--- config.mk ---
export PLATFORM = sky130hd
export DESIGN_NAME = rom_arbiter
export DESIGN_NICKNAME = d
export VERILOG_FILES = /design/src/rtl/rom_arb_pkg.sv /design/src/rtl/rom_arb_pick.sv /design/src/rtl/rom_arbiter.sv
export SDC_FILE = /design/constraint.sdc
export NUM_CORES = 1
export LEC_CHECK = 0
export BUFFER_PORTS_ARGS = -buffer_cell sky130_fd_sc_hd__buf_2
export CORE_MARGIN = 1
export CORE_UTILIZATION = 36
export CTS_BUF_LIST = sky130_fd_sc_hd__clkbuf_8 sky130_fd_sc_hd__clkbuf_16
export CTS_CLUSTER_DIAMETER = 120
export DETAILED_ROUTE_END_ITERATION = 16
export HOLD_SLACK_MARGIN = 0.06
export PLACE_DENSITY_LB_ADDON = 0.15
export SLEW_MARGIN = 20
export SYNTH_ARGS = -nofsm -noshare
export SYNTH_HDL_FRONTEND = slang
export SYNTH_HIERARCHICAL = 1
export SYNTH_SLANG_ARGS = --single-unit
--- constraint.sdc ---
create_clock -name clock -period 1.9 [get_ports clock]
set_clock_uncertainty 0.15 [all_clocks]
set_input_delay 0.38 -clock clock [delete_from_list [all_inputs] [get_ports clock]]
set_output_delay 0.38 -clock clock [all_outputs]
set_load 0.05 [all_outputs]
--- src/rtl/rom_arb_pkg.sv ---
// Shared types and constants for the two-requester ROM arbiter.
// Build option ROM_ARB_RR_EN selects round-robin over fixed priority.
package rom_arb_pkg;

    typedef enum logic [1:0] {
        IDLE = 2'd0,
        WAIT = 2'd1,
        HOLD = 2'd2
    } state_t;

    localparam int REQ_FETCH = 0;
    localparam int REQ_LOAD  = 1;

    function automatic logic [1:0] onehot(input logic idx);
        return idx ? 2'b10 : 2'b01;
    endfunction

endpackage

--- src/rtl/rom_arb_pick.sv ---
// Combinational grant selector: request vector (and last grant) to a one-hot grant.
// ROM_ARB_RR_EN defined: round-robin; undefined: requester 0 has fixed priority.
module rom_arb_pick
    import rom_arb_pkg::*;
(
    input  logic [1:0] req_valid,
`ifdef ROM_ARB_RR_EN
    input  logic       last_grant,
`endif
    output logic [1:0] grant
);

    always_comb begin
        grant = 2'b00;
`ifdef ROM_ARB_RR_EN
        // Under contention the requester that did not win last time goes next.
        if (req_valid == 2'b11) begin
            grant = onehot(~last_grant);
        end else begin
            grant = req_valid;
        end
`else
        if (req_valid[REQ_FETCH]) begin
            grant = onehot(1'b0);
        end else if (req_valid[REQ_LOAD]) begin
            grant = onehot(1'b1);
        end
`endif
    end

endmodule

--- src/rtl/rom_arbiter.sv ---
// Two-requester arbiter in front of a shared synchronous ROM (one read in flight).
// ROM_ARB_RR_EN defined: round-robin arbitration; undefined: fixed priority.
module rom_arbiter
    import rom_arb_pkg::*;
#(
    parameter int ADDRESS_WIDTH = 8,
    parameter int DATA_WIDTH    = 8
) (
    input  logic                          clock,
    input  logic                          reset_n,
    input  logic [1:0]                    req_valid,
    input  logic [1:0][ADDRESS_WIDTH-1:0] req_address,
    output logic [1:0]                    req_ready,
    output logic [1:0]                    rsp_valid,
    input  logic [1:0]                    rsp_ready,
    output logic [DATA_WIDTH-1:0]         rsp_data,
    output logic                          rom_read_enable,
    output logic [ADDRESS_WIDTH-1:0]      rom_address,
    input  logic [DATA_WIDTH-1:0]         rom_data
);

    state_t                   state;
    logic                     grant_idx;
    logic [ADDRESS_WIDTH-1:0] address_q;
    logic [1:0]               pick;
    logic                     pick_idx;
    logic                     accept;
`ifdef ROM_ARB_RR_EN
    logic                     last_grant;
`endif

    rom_arb_pick u_pick (
        .req_valid  (req_valid),
`ifdef ROM_ARB_RR_EN
        .last_grant (last_grant),
`endif
        .grant      (pick)
    );

    assign pick_idx = pick[REQ_LOAD];

    // Accepting is gated by reset_n so nothing is granted while reset is held.
    assign accept          = reset_n && (state == IDLE) && (req_valid != 2'b00);
    assign req_ready       = accept ? pick : 2'b00;
    assign rom_read_enable = accept;
    assign rom_address     = accept ? req_address[pick_idx] : address_q;

    always_ff @(posedge clock or negedge reset_n) begin
        if (!reset_n) begin
            state     <= IDLE;
            grant_idx <= 1'b0;
            address_q <= '0;
            rsp_data  <= '0;
            rsp_valid <= 2'b00;
`ifdef ROM_ARB_RR_EN
            last_grant <= 1'b1;
`endif
        end else begin
            case (state)
                IDLE: begin
                    if (accept) begin
                        grant_idx <= pick_idx;
                        address_q <= req_address[pick_idx];
`ifdef ROM_ARB_RR_EN
                        last_grant <= pick_idx;
`endif
                        state     <= WAIT;
                    end
                end
                WAIT: begin
                    rsp_data  <= rom_data;
                    rsp_valid <= onehot(grant_idx);
                    state     <= HOLD;
                end
                HOLD: begin
                    // Only the granted requester's accept ends the transaction.
                    if (rsp_ready[grant_idx]) begin
                        rsp_valid <= 2'b00;
                        state     <= IDLE;
                    end
                end
                default: begin
                    rsp_valid <= 2'b00;
                    state     <= IDLE;
                end
            endcase
        end
    end

endmodule

# Word level (Yosys, flattened, before mapping)
# Cells that the tools add are included.
[classes]
n_addsub = 0
n_eq_ne = 4
n_shift = 0
n_div = 0
muxes = 13
n_lt_le_gt_ge = 2
reduce_logical = 7
multipliers = 0
bitwise_logic = 1
[ops]
columns = ["cell", "n"]
rows = [
  ["8-bit 2-to-1 mux", 3],
  ["2-bit 2-to-1 mux", 6],
  ["2-bit case mux with 3 select lines", 2],
  ["2-bit AND reduction", 3],
  ["1-bit by 2-bit less-than comparator with 1-bit output, second input constant", 2],
  ["2-bit inequality test, second input constant", 2],
  ["2-bit by 1-bit == test with 1-bit output, second input constant", 1],
  ["2-bit == test, second input constant", 1],
  ["1-bit logical AND", 2],
  ["2-bit zero test", 1],
  ["1-bit 2-to-1 mux", 2],
  ["2-bit nonzero test", 1],
  ["1-bit inverter", 1],
]
[word_totals]
inputBits = 30
mem_bits_rw = 0
elab_cells = 32
memories = 0
rom_bits = 0
output_inout_bits = 21
latchBits = 0
regBits = 21

# Depth between registers and ports, before layout
[depth]
depth_word = 5
ltp_mapped = 4
ltp_nobuf = 3

# By module
# The synthesis kept the hierarchy.
[by_module_without_submodules]
columns = ["mod", "instances", "area_each_um2", "cells_each", "seq_area_each_um2"]
rows = [
  ["rom_arbiter", 1, 1061.0, 73, 525.5],
  ["rom_arb_pick", 1, 21.3, 2, 0.0],
]

# Worst setup path after synthesis
# No wires, ideal clock.
[synth_timing]
path_kind = "input-to-output"
start = "in req_valid[1]"
end = "out rom_address[3]"
path_buffers = 1
path_stages = 4
setup_slack_ns = -0.142
arrival_ns = 1.512
cell_sequence = "nor2b_4 buf_2 mux2_2 mux2_1"
[synth_between]
elab_chain_len = 5
word_cells_on_any_way = 7
cone_classes = "5 x mux; 2 x reduce/logical"
[synth_lines]
columns = ["item", "line_no", "text"]
rows = [
  ["start: declaration", "rom_arbiter.sv:11", "input logic [1:0] req_valid,"],
  ["2-bit 2-to-1 mux", "rom_arb_pick.sv:25", "end else if (req_valid[REQ_LOAD]) begin"],
  ["2-bit 2-to-1 mux", "rom_arb_pick.sv:23", "if (req_valid[REQ_FETCH]) begin"],
  ["8-bit 2-to-1 mux (not written as such) (2 in a row)", "rom_arbiter.sv:46", "assign rom_address = accept ? req_address[pick_idx] : address_q;"],
  ["8-bit 2-to-1 mux (*)", "rom_arbiter.sv:46", ""],
  ["end: declaration", "rom_arbiter.sv:18", "output logic [ADDRESS_WIDTH-1:0] rom_address,"],
]
# Mark *: on every way between the ends. The rest lies on a longest branch, timed or not. The select of a mux whose other input is x is not followed.

# Worst setup path after layout
[layout_timing]
start = "reg state[1]"
end = "out rom_address[7]"
[layout_between]
elab_chain_len = 4
[layout_lines]
columns = ["item", "line_no", "text"]
rows = [
  ["start: declaration", "rom_arbiter.sv:22", "state_t state;"],
  ["start signal: assignment", "rom_arbiter.sv:50", "state <= IDLE;"],
  ["start signal: assignment", "rom_arbiter.sv:67", "state <= WAIT;"],
  ["start signal: assignment", "rom_arbiter.sv:73", "state <= HOLD;"],
  ["2-bit zero test", "rom_arbiter.sv:43", "assign accept = reset_n && (state == IDLE) && (req_valid != 2'b00);"],
  ["1-bit logical AND (2 in a row)", "rom_arbiter.sv:43", ""],
  ["8-bit 2-to-1 mux", "rom_arbiter.sv:46", ""],
]
# Every way passes these cells.

==> run summary <==
Status = complete, but fails checks
Failing checks = DRC, setup timing
Initial antenna violation count = 0
Cell area after layout = 1712 µm²
DP Area = 1395 µm²
Layout cell share with drive strength beyond 1 = 0.7609
Largest net degree at the start of global routing = 23
Count of warnings emitted by yosys = 6
Seq pwr share = 0.257
Reg2reg end = address_q[7]
Worst Setup End Kind = output pin
Required @ worst endpoint = 1370 ps
Total congestion overflow = 0
Placement Setup Slack = -300.5 ps
Delay of the slowest critical-path stage = 410 ps
Total CTS buffers = 3
Clock Latency Late Sink = 250 ps
Synth area leader = dfrtp_1
# diodes = 0
Worst slew margin = 0.7390
Delay-heaviest family, CP = flip-flops
Post-DP HPWL = 1.493 mm
Die X = 56.83 µm
Final std cells w/o fill = 169
First-pass GRT wire length = 3.953 mm
Wire length per cell = 13.93 µm
Tmin final = 2204 ps
Multi-input gate area = 566.8 µm²
Final hold violation count = 0
Logic pwr share = 0.652
CP arrival = 1670 ps
Worst min-delay path class = in2reg
Core ar. = 2805 µm²
HP Start = rom_data[0]
Power Dens Cells = 1804 nW/µm²
Synth cell types = 18
Layout Nets = 169
P_int = 1.712 mW
Post-synthesis cell area = 1082 µm²
Fraction of registers with async set/reset = 1.000
Fin util = 0.6102
Mapped Cells = 75
Slowest stage cell, crit path = dfrtp_1
Total Die Area = 3230 µm²
Row cnt = 19
Syn_area_per_cell = 14.43 µm²
Commonest non-fill, non-tap cells in the layout = 39 x buf_2, 21 x dfrtp_1, 17 x mux2_2
Post-synthesis register bit count = 21
Crit path buf inv count = 2
Initial Util = 0.3858
Worst Hold End = rsp_data[0]
Sw power = 1.376 mW
Final WL = 2.355 mm
1st-pass router iterations = 10
Most common cell after layout, fill and taps aside = buf_2
First DRT Iteration DRCs = 23
Critical path, cell by cell = nor4b_4 -> buf_12 -> mux2_4 -> buf_8
IO Count = 51
Post-Syn Nets = 105
Worst slew pin tran = 389.2 ps
R2r setup slk = -10 ps
Final Slew Violations = 0
# clock sinks = 21
Filler cells = 228
Leakage = 0.8402 nW
RSZ-0062 raised after global routing = yes
Drt drc = 6
RR Startpoint = state[1]
Number of synthesized flops with an enable pin = 0
DRT antenna net count = 0
Syn-to-layout area delta = 58.15%
Final Cycle Share = 1.160
Final Power = 3.088 mW
Max VDD drop = 0.9484 mV
Via/cell ratio = 4.893
Switching Share = 0.4456
CTS root buf = clkbuf_8
Max Root-Sink Buffers = 2
RD Place Congestion = 0.6619
Die height = 56.83 µm
Register area share after synthesis = 0.4855
Post-synth top flop = dfrtp_1
Max-Cap Viols = 0
Clock transition at the registers of the reported paths = 70 ps
FF/Latch Area = 525.5 µm²
Hold_ws = 203.1 ps
Port-buffer cells = 50
Placed insts = 158
Crit path kind = reg2out
CTS H-Tree Depth = 1
Worst Slack Setup Final = -303.6 ps
Worst Path Max Fanout = 8
Setup tns final = -3072 ps
WHS Path Cells = 2
Via count = 827
GRT Total Usage = 0.1577
CTS tree = built
Final setup violation count = 12
Vias in the first global route = 869
Crit path launch type = register
FMAX = 0.4538 GHz
Register-to-Register Path Depth = 7
Clock group share of total power = 0.091
Ranking of synthesized cells by area = dfrtp_1 49%, mux2_2 32%, buf_6 3.1%
Synth top area share = 0.4855
-- how the worst max path moves through the flow --
stage	from	slack, ps	end	cells past startpoint
global placement	req_valid[0]	-270	rom_address[3]	5
CTS	state[0]	-340	rom_address[4]	4
finish	state[1]	-300	rom_address[7]	4
global route	state[1]	-360	rom_address[7]	4
floorplan	state[0]	-120	rom_address[0]	4
detailed placement	req_valid[0]	-300	rom_address[3]	5
-- area by class of cell --
cell class,count,share of cell area
Sequential cell,21,0.3070
Clock buffer,3,0.02412
Timing Repair Buffer,65,0.3107
Inverter,1,0.002193
Multi-Input combinational cell,47,0.3311
Tap cell,31,0.02266
Clock inverter,1,0.002193
-- power groups by stage --
| stage | clock, mW | sequential [mW] | combinational [mW] |
|---|---|---|---|
| global route | 0.310 | 0.828 | 2.10 |
| finish | 0.280 | 0.794 | 2.01 |
| global placement | 0 | 0.784 | 1.54 |
| CTS | 0.291 | 0.791 | 1.96 |
| detailed placement | 0 | 0.798 | 1.55 |
| floorplan | 0 | 1.16 | 0.846 |
-- synthesized netlist by cell type (2+ instances only) --
cell type  instances
mux2i_1            2
dfrtp_1           21
o2bb2ai_1          2
buf_2              2
and2_1             2
mux2_1             2
mux2_2            31
buf_6              3
-- worst register-to-register path, stage by stage (launching register included) --
cell       delay, ps
dfrtp_1          410
nor4b_4          360
buf_4            180
clkbuf_16        130
buf_8            110
buf_6            100
buf_6             80
mux2_4           280
-- metal layers --
layer,track usage,share of wire
met3,0.02765,0.036
met4,0.05226,0.0042
met1,0.1977,0.44
met2,0.2738,0.52
met5,0,0
-- registers in the layout, summed over array words and instances (netlist names) --
register and cells:
rsp_valid 2, state 2, address_q 8, grant_idx 1, rsp_data 8
-- timing repair --
item	4_1_cts	5_1_grt
buffers inserted	4	1
pin swaps	2	1
setup endpoints to repair	11	19
resized for setup	49	10
cloned	1	0
endpoints found under the hold margin	21	0
hold buffers	1	0
-- cell families (layout without fill, tap and decap cells) --
kind of cell,after synthesis,count (layout),synth area share
buf+inv,7,70,0.05086
simple gates,8,8,0.06936
compound gates,4,4,0.03238
mux,35,35,0.3618
flops,21,21,0.4855
Power figures use the tool's default switching activity.
